**config.mk**
```make
export PLATFORM = sky130hd
export DESIGN_NAME = sprite_drawer
export DESIGN_NICKNAME = d
export VERILOG_FILES = /design/src/rtl/sprite_pkg.sv /design/src/rtl/sprite_drawer.sv
export SDC_FILE = /design/constraint.sdc
export NUM_CORES = 1
export LEC_CHECK = 0
export ABC_AREA = 0
export ABC_CLOCK_PERIOD_IN_PS = 5800
export BUFFER_PORTS_ARGS = -buffer_cell sky130_fd_sc_hd__buf_2
export CAP_MARGIN = 5
export CORE_AREA = 2 2 74 76
export DETAILED_ROUTE_END_ITERATION = 6
export DIE_AREA = 0 0 76 78
export PLACE_DENSITY = 0.75
export SETUP_SLACK_MARGIN = 0.2
export SLEW_MARGIN = 0
export SYNTH_ARGS = -nofsm -noshare
export SYNTH_HDL_FRONTEND = slang
export SYNTH_SLANG_ARGS = --single-unit
```
**constraint.sdc**
```tcl
create_clock -name clk -period 5.8 [get_ports clk]
set_input_delay 0.29 -clock clk [delete_from_list [all_inputs] [get_ports clk]]
set_output_delay 0.29 -clock clk [all_outputs]
set_load 0.02 [all_outputs]
```
**src/rtl/sprite_pkg.sv**
```systemverilog
// rtl/sprite_pkg.sv - shared constants, types and helpers for the sprite pipeline
//
// Contents:
//   SPR_SIZE, LINE_W, PIX_W, TRANSP_IDX  sprite geometry and pixel format
//   drawer_state_t                       sprite_drawer FSM states
//   ent_t                                sprite frontend entry (one visible sprite)
//   rom_addr_pack()                      {frame, row, pixel column} pattern ROM address
package sprite_pkg;

    localparam int SPR_SIZE   = 16;
    localparam int LINE_W     = 640;
    localparam int PIX_W      = 8;
    localparam int TRANSP_IDX = 0;

    typedef enum logic [1:0] {
        ST_IDLE,
        ST_FETCH,
        ST_DRAIN
    } drawer_state_t;

    typedef struct packed {
        logic       valid;
        logic [9:0] col_base;
        logic       flip;
        logic [7:0] frame_id;
        logic [3:0] row_off;
    } ent_t;

    function automatic logic [15:0] rom_addr_pack(
        input logic [7:0] frame,
        input logic [3:0] row,
        input logic [3:0] col
    );
        return {frame, row, col};
    endfunction

endpackage

```
**src/rtl/sprite_drawer.sv**
```systemverilog
// rtl/sprite_drawer.sv - renders one 16-pixel sprite row into the next-line buffer
//
// Ports:
//   clk, reset         clock; synchronous active-high reset
//   abort              cancel the current sprite, back to idle next cycle
//   draw_req           one-cycle request pulse, accepted only while idle
//   col_base, flip,    sprite placement, mirror, pattern frame and row,
//   frame_id, row_off  latched when the request is accepted
//   draw_done          1 = idle/ready, 0 = busy
//   rom_addr, rom_en   pattern ROM read port, one pixel per cycle
//   rom_data           ROM read data, valid one cycle after rom_en
//   lb_we, lb_waddr,   registered line-buffer write port
//   lb_wdata
module sprite_drawer
    import sprite_pkg::*;
(
    input  logic             clk,
    input  logic             reset,
    input  logic             abort,
    input  logic             draw_req,
    input  logic [9:0]       col_base,
    input  logic             flip,
    input  logic [7:0]       frame_id,
    input  logic [3:0]       row_off,
    output logic             draw_done,
    output logic [15:0]      rom_addr,
    output logic             rom_en,
    input  logic [PIX_W-1:0] rom_data,
    output logic             lb_we,
    output logic [9:0]       lb_waddr,
    output logic [PIX_W-1:0] lb_wdata
);

    drawer_state_t state, next_state;

    logic [9:0]  col_r;
    logic        flip_r;
    logic [7:0]  frame_r;
    logic [3:0]  row_r;
    logic [3:0]  pix_i;
    logic [3:0]  pix_d;
    logic        valid_d;
    logic        drain_cnt;
    logic [10:0] scr_col;
    logic        pix_write;

    // ---------------- FSM ----------------
    always_ff @(posedge clk) begin
        if (reset || abort) begin
            state <= ST_IDLE;
        end else begin
            state <= next_state;
        end
    end

    always_comb begin
        next_state = state;
        rom_en     = 1'b0;
        draw_done  = 1'b0;
        case (state)
            ST_IDLE: begin
                draw_done = 1'b1;
                if (draw_req) begin
                    next_state = ST_FETCH;
                end
            end
            ST_FETCH: begin
                rom_en = 1'b1;
                if (pix_i == 4'(SPR_SIZE - 1)) begin
                    next_state = ST_DRAIN;
                end
            end
            ST_DRAIN: begin
                // Two cycles: one for the ROM data stage, one for the write register.
                if (drain_cnt) begin
                    next_state = ST_IDLE;
                end
            end
            default: next_state = ST_IDLE;
        endcase
    end

    // Flip mirrors the pattern column only; the screen column always advances with i.
    assign rom_addr = rom_addr_pack(frame_r, row_r, flip_r ? (4'd15 - pix_i) : pix_i);

    // 11-bit sum so columns past the line end are clipped instead of wrapping.
    assign scr_col   = {1'b0, col_r} + {7'd0, pix_d};
    assign pix_write = valid_d && (rom_data != PIX_W'(TRANSP_IDX)) && (scr_col < 11'(LINE_W));

    // ---------------- datapath ----------------
    always_ff @(posedge clk) begin
        if (reset) begin
            col_r     <= '0;
            flip_r    <= 1'b0;
            frame_r   <= '0;
            row_r     <= '0;
            pix_i     <= '0;
            pix_d     <= '0;
            valid_d   <= 1'b0;
            drain_cnt <= 1'b0;
            lb_we     <= 1'b0;
            lb_waddr  <= '0;
            lb_wdata  <= '0;
        end else if (abort) begin
            // Discard in-flight pixels; address/data outputs just hold.
            pix_i     <= '0;
            valid_d   <= 1'b0;
            drain_cnt <= 1'b0;
            lb_we     <= 1'b0;
        end else begin
            if (state == ST_IDLE && draw_req) begin
                col_r   <= col_base;
                flip_r  <= flip;
                frame_r <= frame_id;
                row_r   <= row_off;
                pix_i   <= '0;
            end else if (state == ST_FETCH) begin
                pix_i <= pix_i + 4'd1;
            end
            valid_d   <= rom_en;
            pix_d     <= pix_i;
            drain_cnt <= (state == ST_DRAIN) ? ~drain_cnt : 1'b0;
            lb_we     <= pix_write;
            if (pix_write) begin
                lb_waddr <= scr_col[9:0];
                lb_wdata <= rom_data;
            end
        end
    end

endmodule

```
Yosys cells after proc, flatten, opt, wreduce, memory -nomap -nowiden
Cells that the tools add are included.
{ "totals": {"wordCells": 44, "in_bits": 35, "reg_bits": 54} }
{ "op_classes": {"mux": 7, "n_reduce_logical": 12, "eq_ne": 6, "n_bitwise": 3, "order_cmp": 1, "addsub": 3} }
{ "op_table": {"columns": ["cell", "n"], "rows": [
  ["10-bit by 4-bit adder with 11-bit output", 1],
  ["11-bit by 10-bit < comparator with 1-bit output, second input constant", 1],
  ["8-bit nonzero test", 1],
  ["2-bit two-way mux", 3],
  ["2-bit inequality test, second input constant", 3],
  ["2-bit case mux with 3 select lines", 1],
  ["3-bit OR reduction", 2],
  ["4-bit by 1-bit adder with 4-bit output, second input constant", 1],
  ["4-bit equality test, second input constant", 1],
  ["4-bit two-way mux", 1],
  ["2-bit AND reduction", 2],
  ["4-bit subtractor, first input constant", 1],
  ["1-bit logical AND", 3],
  ["1-bit inverter", 3],
  ["3-bit AND reduction", 1],
  ["2-bit by 1-bit equality test with 1-bit output, second input constant", 1],
  ["2-bit equality test, second input constant", 1],
  ["2-bit logical NOT", 1],
  ["1-bit two-way mux", 2],
  ["2-bit OR reduction", 1],
  ["1-bit logical OR", 1]
]} }

Longest topological paths before layout
Gate-level depths: netlist of run 1.
{ "logic_depth": {"word_depth": 4, "ltp_mapped": 8} }

Least setup slack after synthesis of run 1
No wires, ideal clock.
{ "synth_timing": {"path_type": "reg-to-reg", "start": "register col_r[0]", "end": "register lb_waddr[4]", "path_slack_ns": 3.262, "path_stages_with_launch": 8, "period_less_slack_ns": 2.538, "arrival_time_ns": 2.418, "path_cell_list": "dfxtp_1 ha_1 fa_1 a211oi_4 nor2_1 or4_4 nand4_4 mux2_2"} }
{ "synth_via": {"elab_chain_cells": 4} }
{ "synth_lines": {"columns": ["item", "line", "rtl"], "rows": [
  ["from (decl)", "sprite_drawer.sv:36", "logic [9:0] col_r;"],
  ["from (signal assigned)", "sprite_drawer.sv:112", "col_r <= col_base;"],
  ["10-bit by 4-bit adder with 11-bit output *", "sprite_drawer.sv:87", "assign scr_col = {1'b0, col_r} + {7'd0, pix_d};"],
  ["11-bit by 10-bit < comparator with 1-bit output", "sprite_drawer.sv:88", "assign pix_write = valid_d && (rom_data != PIX_W'(TRANSP_IDX)) && (scr_col < 11'(LINE_W));"],
  ["1-bit logical AND", "sprite_drawer.sv:88", null],
  ["2-bit AND reduction (no line)", null, null],
  ["to (signal assigned)", "sprite_drawer.sv:125", "lb_waddr <= scr_col[9:0];"],
  ["to (decl)", "sprite_drawer.sv:30", "output logic [9:0] lb_waddr,"]
]} }
Every way passes the cells marked *; elsewhere a longest branch is shown, timed or not.
A chain may end at the register's enable or synchronous reset.

Worst setup path after layout of run 1
{ "layout_timing": {"start": "register col_r[0]", "end": "register lb_waddr[7]"} }
Same word-level chain as after synthesis.

==> results of run 1 <==
where the power goes:
group / internal, uW / switching [uW] / leakage [uW] / total, uW
clock: 130 / 126 / 0.0000585 / 255
sequential: 379 / 7.78 / 0.000438 / 387
combinational: 27.7 / 38.6 / 0.000877 / 66.3
total: 536 / 172 / 0.00137 / 709
kinds of logic after synthesis:
| family | share of synthesized area [%] |
|---|---|
| mux | 9.24 |
| buf+inv | 3.48 |
| xor+xnor | 4.95 |
| fa+ha+maj | 3.33 |
| flops | 43.6 |
| simple gates | 24.8 |
| compound gates | 10.6 |
layout by cell type, fill, tap and decap left out, drive strengths merged, types with 3 or more instances in the layout:
cell | Yosys | final
nand2b | 20 | 20
mux2 | 7 | 7
a211oi | 3 | 3
buf | 1 | 72
nand2 | 51 | 51
dfxtp | 54 | 54
nor2 | 23 | 23
clkbuf | 17 | 5
nand4 | 4 | 4
nor2b | 8 | 8
mux2i | 15 | 15
xor2 | 6 | 6
o21ai | 3 | 3
inv | 3 | 4
a21oi | 26 | 26
nor3 | 3 | 3
ha | 5 | 5
xnor2 | 8 | 8
critical path, cell delays in order (launching register included):
cell and delay, ps:
dfxtp_1 330, ha_1 220, fa_1 450, a211oi_4 340
nor2_1 140, or4_4 550, nand4_4 310, mux2_2 370
area by class of cell:
cell class | instances | area (sq um)
Fill cell | 474 | 2080
Multi-Input combinational cell | 207 | 1310
Sequential cell | 54 | 1080
Timing Repair Buffer | 72 | 363
Tap cell | 70 | 87.6
Clock buffer | 5 | 68.8
Clock inverter | 3 | 43.8
Inverter | 3 | 11.3
routing by layer:
layer	wire (um)	vias to the layer above	track usage, %
li1	-	1066	-
met1	2300	934	21.8
met2	2330	60	31.9
met3	338	7	5.35
met4	54	0	5.27
met5	0	-	0
flip-flops by register name, indices dropped and copies added (netlist names):
signal     count
lb_waddr      10
pix_i          4
flip_r         1
pix_d          4
state          2
valid_d        1
col_r         10
frame_r        8
lb_we          1
lb_wdata       8
row_r          4
drain_cnt      1
worst paths after layout:
check                                        startpoint                  endpoint  cells past startpoint
worst max-delay path              col_r[0]$_SDFFE_PP0P_  lb_waddr[7]$_SDFFE_PP0P_                      7
worst min-delay path                        frame_id[4]   frame_r[4]$_SDFFE_PP0P_                      3
worst max register to register    col_r[0]$_SDFFE_PP0P_  lb_waddr[7]$_SDFFE_PP0P_                      7
worst min register to register  frame_r[4]$_SDFFE_PP0P_   frame_r[4]$_SDFFE_PP0P_                      2
through the flow:
stage          cell area [sq um]  power (uW)
2_1_floorplan               2480         437
3_3_place_gp                2850         461
6_report                    2970         709
5_1_grt                     2970         740
4_1_cts                     2970         714
3_5_place_dp                2850         462
==> results.py, run 1 <==
metrics = {
    "status": {
        "run_status": "finished, final reports clean",
    },
    "layout": {
        "stdcell_count": 414,
        "diodes": 0,
        "drive_gt1_share_pct": 25.6,
        "area_growth_pct": 19.7,
        "final_core_util_pct": 58.8,
        "layout.nets": 384,
    },
    "clocking": {
        "h-tree-depth": 2,
        "postCtsSetupBuffers": 0,
        "root_buffer": "clkbuf_8",
        "cts_resized": 0,
        "clock_sinks": 54,
        "clkLatencyLatePin_ps": 310,
        "cts_tree": "yes",
        "cts_hold_buf": 0,
        "path_clk_slew_ps": 100,
        "cts_buffer_depth": 2,
        "numCtsBuffers": 5,
    },
    "synth": {
        "synth_warnings": 0,
        "synth-seq-cells": 54,
        "yosysTopAreaCell": "dfxtp_1",
        "syn_area_per_cell_sq_um": 8.79,
        "synthMostInstantiatedCell": "dfxtp_1",
        "yosysUniqueCellTypes": 42,
        "ys_seq_area_share_pct": 43.6,
        "synthCells": 282,
        "yosys-top-cells-count": "dfxtp_1 (54), nand2_1 (51), a21oi_1 (26)",
        "synth-main-ff-cell": "dfxtp_1",
        "synth_fp_nets": 323,
        "yosysTopAreaCellShare_pct": 43.6,
        "synth_edf_count": 0,
        "synthArstFlopShare_pct": 0,
        "ys_top_cells_by_area": "dfxtp_1 (44%), nand2_1 (7.7%), mux2i_1 (6.1%)",
        "netlist_area_sq_um": 2480,
    },
    "sta": {
        "maxSlewHeadroom_pct": 34.4,
        "post-route-min-period_ps": 2820,
        "rsz0062_at_grt": "false",
        "hold_ws_ps": 207,
        "fin_worst_skew_ps": 6.38,
        "finalSetupTns_ps": 0,
        "min_period_over_period_pct": 48.6,
        "setup_slack_ps": 2980,
        "finalHoldViolCount": 0,
        "slew_violations": 0,
        "max_freq_mhz": 355,
        "worstMarginPinSlew_ps": 984,
        "finalSetupViolCount": 0,
    },
    "floorplan": {
        "fp.dieW_um": 76,
        "initial_utilization_pct": 49.2,
        "dieArea_sq_um": 5930,
        "io_pins": 72,
        "coreArea_sq_um": 5040,
        "die_y_um": 78,
        "num_rows": 26,
    },
    "placed_design": {
        "place_inst": 406,
        "port_buffers": 71,
        "hpwl_um": 3540,
        "gp_congestion": 0.862,
        "dp_slack_ps": 2990,
    },
    "route": {
        "drtIter0Drc": 112,
        "num_vias": 2067,
        "avgViaCountPerCell": 4.99,
        "drc": 0,
        "final_antenna_net_count": 0,
        "wire_per_inst_um": 12.1,
        "routed_wl_um": 5020,
        "dr.pass1.iters": 4,
    },
    "global_routing": {
        "grt_pass1_vias": 2052,
        "gr-total-overflow": 0,
        "antenna_found_initial": 0,
        "grt_max_degree": 65,
        "grt_pass1_wl_um": 8960,
        "track_usage_pct": 18.2,
    },
    "power": {
        "cellLeakagePower_uw": 0.00137,
        "powerDensity_nw_per_um2": 239,
        "peakVddDrop_mv": 0.162,
    },
    "setup_path": {
        "cp.required_ps": 6000,
        "crit_type": "reg -> reg",
        "r2r_setup_slack_ps": 2980,
        "start_kind": "flop",
        "endpoint_kind": "flop",
        "cp.arrival_ps": 3020,
        "cp_max_fo": 18,
    },
    "min_path": {
        "hold_class": "in -> reg",
    },
    "flow_run": {
        "max_cap_viol_count": 0,
    },
}
Power figures use the tool's default switching activity.
==> run 2, diff against run 1 <==
Settings changed: ABC_CLOCK_PERIOD_IN_PS 5800 to 2700.
Clock period 5.8 ns to 2.7 ns, I/O delays scaled along.
==> run 2 against run 1 <==
Effect of this change: first-iteration DRC count down 8.9%; critical path depth increased by 2; sequential power increased by 110%; global-route usage shrank 0.18 points; critical endpoint is now lb_waddr[5]$_SDFFE_PP0P_; total power up 100%; die area unchanged; register-to-register slack lost 2700 ps; final area grew 2.1%; cell count rose by 1.4%; clock power grew 80%; combinational power rose by 120%; highest routed layer unchanged.
==> results.py, run 2 (synthesized netlist as in run 1, its figures left out) <==
metrics = {
    "global_routing": {
        "grt_pass1_vias": 2092,
        "track_usage_pct": 18.0,
        "grt_max_degree": 48,
        "grt_pass1_wl_um": 9010,
        "gr-total-overflow": 0,
        "antenna_found_initial": 0,
    },
    "layout": {
        "reg.largest.list": "col_r (10), lb_waddr (10)",
        "layout.nets": 390,
        "layout_common_cells": "buf_2 (71), dfxtp_1 (54), nand2_1 (51)",
        "drive_gt1_share_pct": 27.7,
        "area_growth_pct": 22.2,
        "fin_area_sq_um": 3030,
        "final_common_cell": "buf_2",
        "num-fill-cells": 476,
        "diodes": 0,
    },
    "sta": {
        "post-route-min-period_ps": 2450,
        "slew_violations": 0,
        "fin_worst_skew_ps": 4.82,
        "worstMarginPinSlew_ps": 713,
        "finalSetupViolCount": 0,
        "min_period_over_period_pct": 90.6,
        "max_freq_mhz": 409,
        "maxSlewHeadroom_pct": 52.4,
        "finalHoldViolCount": 0,
        "rsz0062_at_grt": "true",
        "finalSetupTns_ps": 0,
    },
    "clocking": {
        "cts_buffer_depth": 2,
        "root_buffer": "clkbuf_8",
        "cts_hold_buf": 0,
        "numCtsBuffers": 5,
        "h-tree-depth": 2,
        "clkLatencyLatePin_ps": 300,
        "cts_tree": "yes",
        "path_clk_slew_ps": 90,
        "clock_sinks": 54,
    },
    "route": {
        "drc": 0,
        "routed_wl_um": 5240,
        "drtIter0Drc": 102,
        "num_vias": 2144,
        "final_antenna_net_count": 0,
        "wire_per_inst_um": 12.5,
        "avgViaCountPerCell": 5.10,
        "dr.pass1.iters": 4,
    },
    "flow_run": {
        "max_cap_viol_count": 0,
    },
    "status": {
        "run_status": "finished, final reports clean",
    },
    "setup_path": {
        "worstPathCellList": "ha_2 -> fa_2 -> a211oi_4 -> buf_6 -> nor3_1 -> o211ai_1 -> buf_4 -> nand4_4 -> mux2_1",
        "crit_type": "reg -> reg",
        "cp.required_ps": 2890,
        "crit_slowest_cell": "fa_2",
        "slowest_delay_ps": 400,
        "endpoint_kind": "flop",
        "cp_max_fo": 4,
        "cp.arrival_ps": 2640,
        "start_kind": "flop",
    },
    "placed_design": {
        "gp_congestion": 0.793,
        "port_buffers": 71,
        "dpl_cell_area_sq_um": 2880,
        "hpwl_um": 3570,
    },
    "floorplan": {
        "fp.dieW_um": 76,
        "die_y_um": 78,
        "dieArea_sq_um": 5930,
        "io_pins": 72,
        "coreArea_sq_um": 5040,
        "initial_utilization_pct": 49.2,
        "num_rows": 26,
    },
    "power": {
        "cellLeakagePower_uw": 0.00138,
        "powerDensity_nw_per_um2": 474,
        "peakVddDrop_mv": 0.362,
    },
    "min_path": {
        "hold_class": "in -> reg",
    },
}
-- run 2: final timing paths --
kind | startpoint | end | slack, ps | cells past startpoint
setup / recovery | col_r[0]$_SDFFE_PP0P_ | lb_waddr[5]$_SDFFE_PP0P_ | 250 | 9
hold / removal | frame_id[0] | frame_r[0]$_SDFFE_PP0P_ | 60 | 3
setup reg to reg | col_r[0]$_SDFFE_PP0P_ | lb_waddr[5]$_SDFFE_PP0P_ | 250 | 9
hold reg to reg | frame_r[6]$_SDFFE_PP0P_ | frame_r[6]$_SDFFE_PP0P_ | 460 | 2
-- run 2: routing by layer --
layer  GRT usage [%]  up-vias  wire length, um
met1            22.8      993             2390
met3            3.95        6              297
met2            31.7       65             2530
met5               0        -                0
met4            3.82        0               21
li1                -     1080                -
-- run 2: cell type report --
class                           instances  area (sq um)  area share, %
Clock buffer                            6          82.6           2.73
Clock inverter                          2          12.5          0.413
Inverter                                3          11.3          0.372
Multi-Input combinational cell        208          1340           44.3
Sequential cell                        54          1080           35.7
Tap cell                               70          87.6           2.89
Timing Repair Buffer                   77           412           13.6
-- run 2: what timing repair did --
item,in CTS,in global routing
endpoints found under the setup margin,15,17
resized for setup,2,4
buffers inserted,1,1
pin swaps,0,6
cloned,1,0
-- run 2: stage by stage --
| stage | cells | utilization (%) | total power [uW] | setup WS [ps] | hold WS (ps) |
|---|---|---|---|---|---|
| after floorplan | 282 | - | 939 | 235 | 271 |
| after detailed placement | 409 | 57.1 | 994 | 154 | 381 |
| after global placement | 409 | 57.1 | 992 | 209 | 375 |
| after global routing | 420 | 60.1 | 1500 | 154 | 52.5 |
| final | 420 | 60.1 | 1440 | 254 | 59.5 |
| after CTS | 419 | 59.6 | 1450 | 206 | 53.1 |
-- run 2: power by group --
group | leakage, uW | internal (uW) | switching [uW]
Clock | 0.0000472 | 207 | 252
Combinational | 0.000899 | 61.2 | 84.0
Sequential | 0.000438 | 815 | 16.9
Total | 0.00138 | 1080 | 353
-- run 2: critical path, delay by kind of cell (launching register included) --
kind | cells | cell delay [ps]
adder cells (fa/ha/maj) | 2 | 600
AO/OA/AOI/OAI | 2 | 570
multiplexers | 1 | 350
buffers and inverters | 2 | 330
flip-flops | 1 | 320
AND/OR/NAND/NOR | 2 | 170
==> run 3, diff against run 2 <==
Settings changed: GPL_TIMING_DRIVEN set to 0.
==> run 3 against run 2 <==
Effect of this change: cell count up 3.3%; highest routed layer unchanged; non-clock buffer count up 15; register-to-register slack better by 40 ps; die area unchanged; first-iteration DRC count down 9.8%; combinational power up 6%; global-route usage up 0.57 points; sequential share of layout area down 1.0 points; clock power up 18%; critical path type unchanged; total power up 6.3%.
==> results.py, run 3 (synthesized netlist as in run 1, its figures left out) <==
metrics = {
    "layout": {
        "reg.largest.list": "col_r (10), lb_waddr (10)",
        "drive_gt1_share_pct": 26.4,
        "final_common_cell": "buf_2",
        "area_growth_pct": 25.7,
        "layout_common_cells": "buf_2 (69), dfxtp_1 (54), nand2_1 (51)",
        "diodes": 0,
        "layout.nets": 405,
    },
    "floorplan": {
        "num_rows": 26,
        "io_pins": 72,
        "fp.dieW_um": 76,
        "dieArea_sq_um": 5930,
        "initial_utilization_pct": 49.2,
        "coreArea_sq_um": 5040,
        "die_y_um": 78,
    },
    "status": {
        "run_status": "finished, final reports clean",
    },
    "sta": {
        "fin_worst_skew_ps": 9.88,
        "post-route-min-period_ps": 2410,
        "maxSlewHeadroom_pct": 67.0,
        "finalHoldViolCount": 0,
        "worstMarginPinSlew_ps": 495,
        "finalSetupTns_ps": 0,
        "rsz0062_at_grt": "false",
        "min_period_over_period_pct": 89.2,
        "finalSetupViolCount": 0,
        "slew_violations": 0,
        "max_freq_mhz": 415,
    },
    "power": {
        "peakVddDrop_mv": 0.285,
        "design_power_total_uw": 1530,
        "powerDensity_nw_per_um2": 489,
        "cellLeakagePower_uw": 0.00142,
    },
    "clocking": {
        "clkLatencyLatePin_ps": 310,
        "cts_tree": "yes",
        "numCtsBuffers": 5,
        "root_buffer": "clkbuf_8",
        "clock_sinks": 54,
        "cts_hold_buf": 0,
        "cts_buffer_depth": 2,
        "h-tree-depth": 2,
        "path_clk_slew_ps": 90,
    },
    "placed_design": {
        "port_buffers": 69,
        "gp_congestion": 0.784,
        "hpwl_um": 3820,
    },
    "setup_path": {
        "start_kind": "flop",
        "cp_max_fo": 6,
        "cp.required_ps": 2900,
        "cp.arrival_ps": 2610,
        "crit_type": "reg -> reg",
        "endpoint_kind": "flop",
    },
    "global_routing": {
        "antenna_found_initial": 0,
        "grt_pass1_wl_um": 9030,
        "track_usage_pct": 18.6,
        "gr-total-overflow": 0,
        "grt_pass1_vias": 2017,
        "grt_max_degree": 16,
    },
    "route": {
        "dr.pass1.iters": 4,
        "avgViaCountPerCell": 4.98,
        "drtIter0Drc": 92,
        "wire_per_inst_um": 12.4,
        "routed_wl_um": 5390,
        "drc": 0,
        "num_vias": 2161,
        "final_antenna_net_count": 0,
    },
    "min_path": {
        "hold_class": "in -> reg",
    },
    "flow_run": {
        "max_cap_viol_count": 0,
    },
}
run 3: path summary, 6_finish.rpt:
kind	cells after the start	slack [ps]	end	startpoint
worst min-delay path	3	50	frame_r[6]$_SDFFE_PP0P_	frame_id[6]
worst max register to register	9	290	lb_waddr[5]$_SDFFE_PP0P_	col_r[0]$_SDFFE_PP0P_
worst max-delay path	9	290	lb_waddr[5]$_SDFFE_PP0P_	col_r[0]$_SDFFE_PP0P_
worst min register to register	2	460	frame_r[6]$_SDFFE_PP0P_	frame_r[6]$_SDFFE_PP0P_
run 3: report_power, final:
part	internal [uW]	switching, uW
clock	297	247
sequential	814	14.4
combinational	63.7	89.2
total	1170	350
run 3: through the flow:
step	hold WS [ps]	area, sq um	utilization [%]	std cells	setup WS, ps
after global routing	46.7	3120	61.8	434	201
after global placement	376	2910	57.8	421	87.0
after floorplan	271	2480	-	282	235
final	49.0	3120	61.8	434	292
after detailed placement	385	2910	57.8	421	57.1
after CTS	45.8	3070	60.9	432	200
run 3: area by class of cell:
cell class | instances | area, sq um
repair buffers | 74 | 400
multi-input cells | 208 | 1340
inverters | 3 | 11.3
plain buffers | 18 | 83.8
fillers | 463 | 1930
flip-flops and latches | 54 | 1080
clock buffers | 6 | 82.6
well taps | 70 | 87.6
clock inverters | 1 | 30.0
run 3: worst max-delay path, stage by stage, from the launching register on:
cell and delay [ps]:
dfxtp_1 330, ha_2 190, fa_2 370, a211oi_4 270, buf_4 170, nor3_1 50
o211ai_1 190, buf_4 160, nand4_4 200, mux2_4 350
run 3: per-layer routing:
metal / share of wire (%) / up-vias / global-route usage, %
li1: - / 1109 / -
met1: 45 / 989 / 23.6
met2: 47 / 57 / 31.2
met3: 6.3 / 6 / 5.81
met4: 1.0 / 0 / 4.36
met5: 0 / - / 0
run 3: repair_timing:
action	in CTS	in global routing
setup endpoints to repair	17	18
pin swaps	3	6
cloned	1	1
resized for setup	3	3
setup buffers	3	1
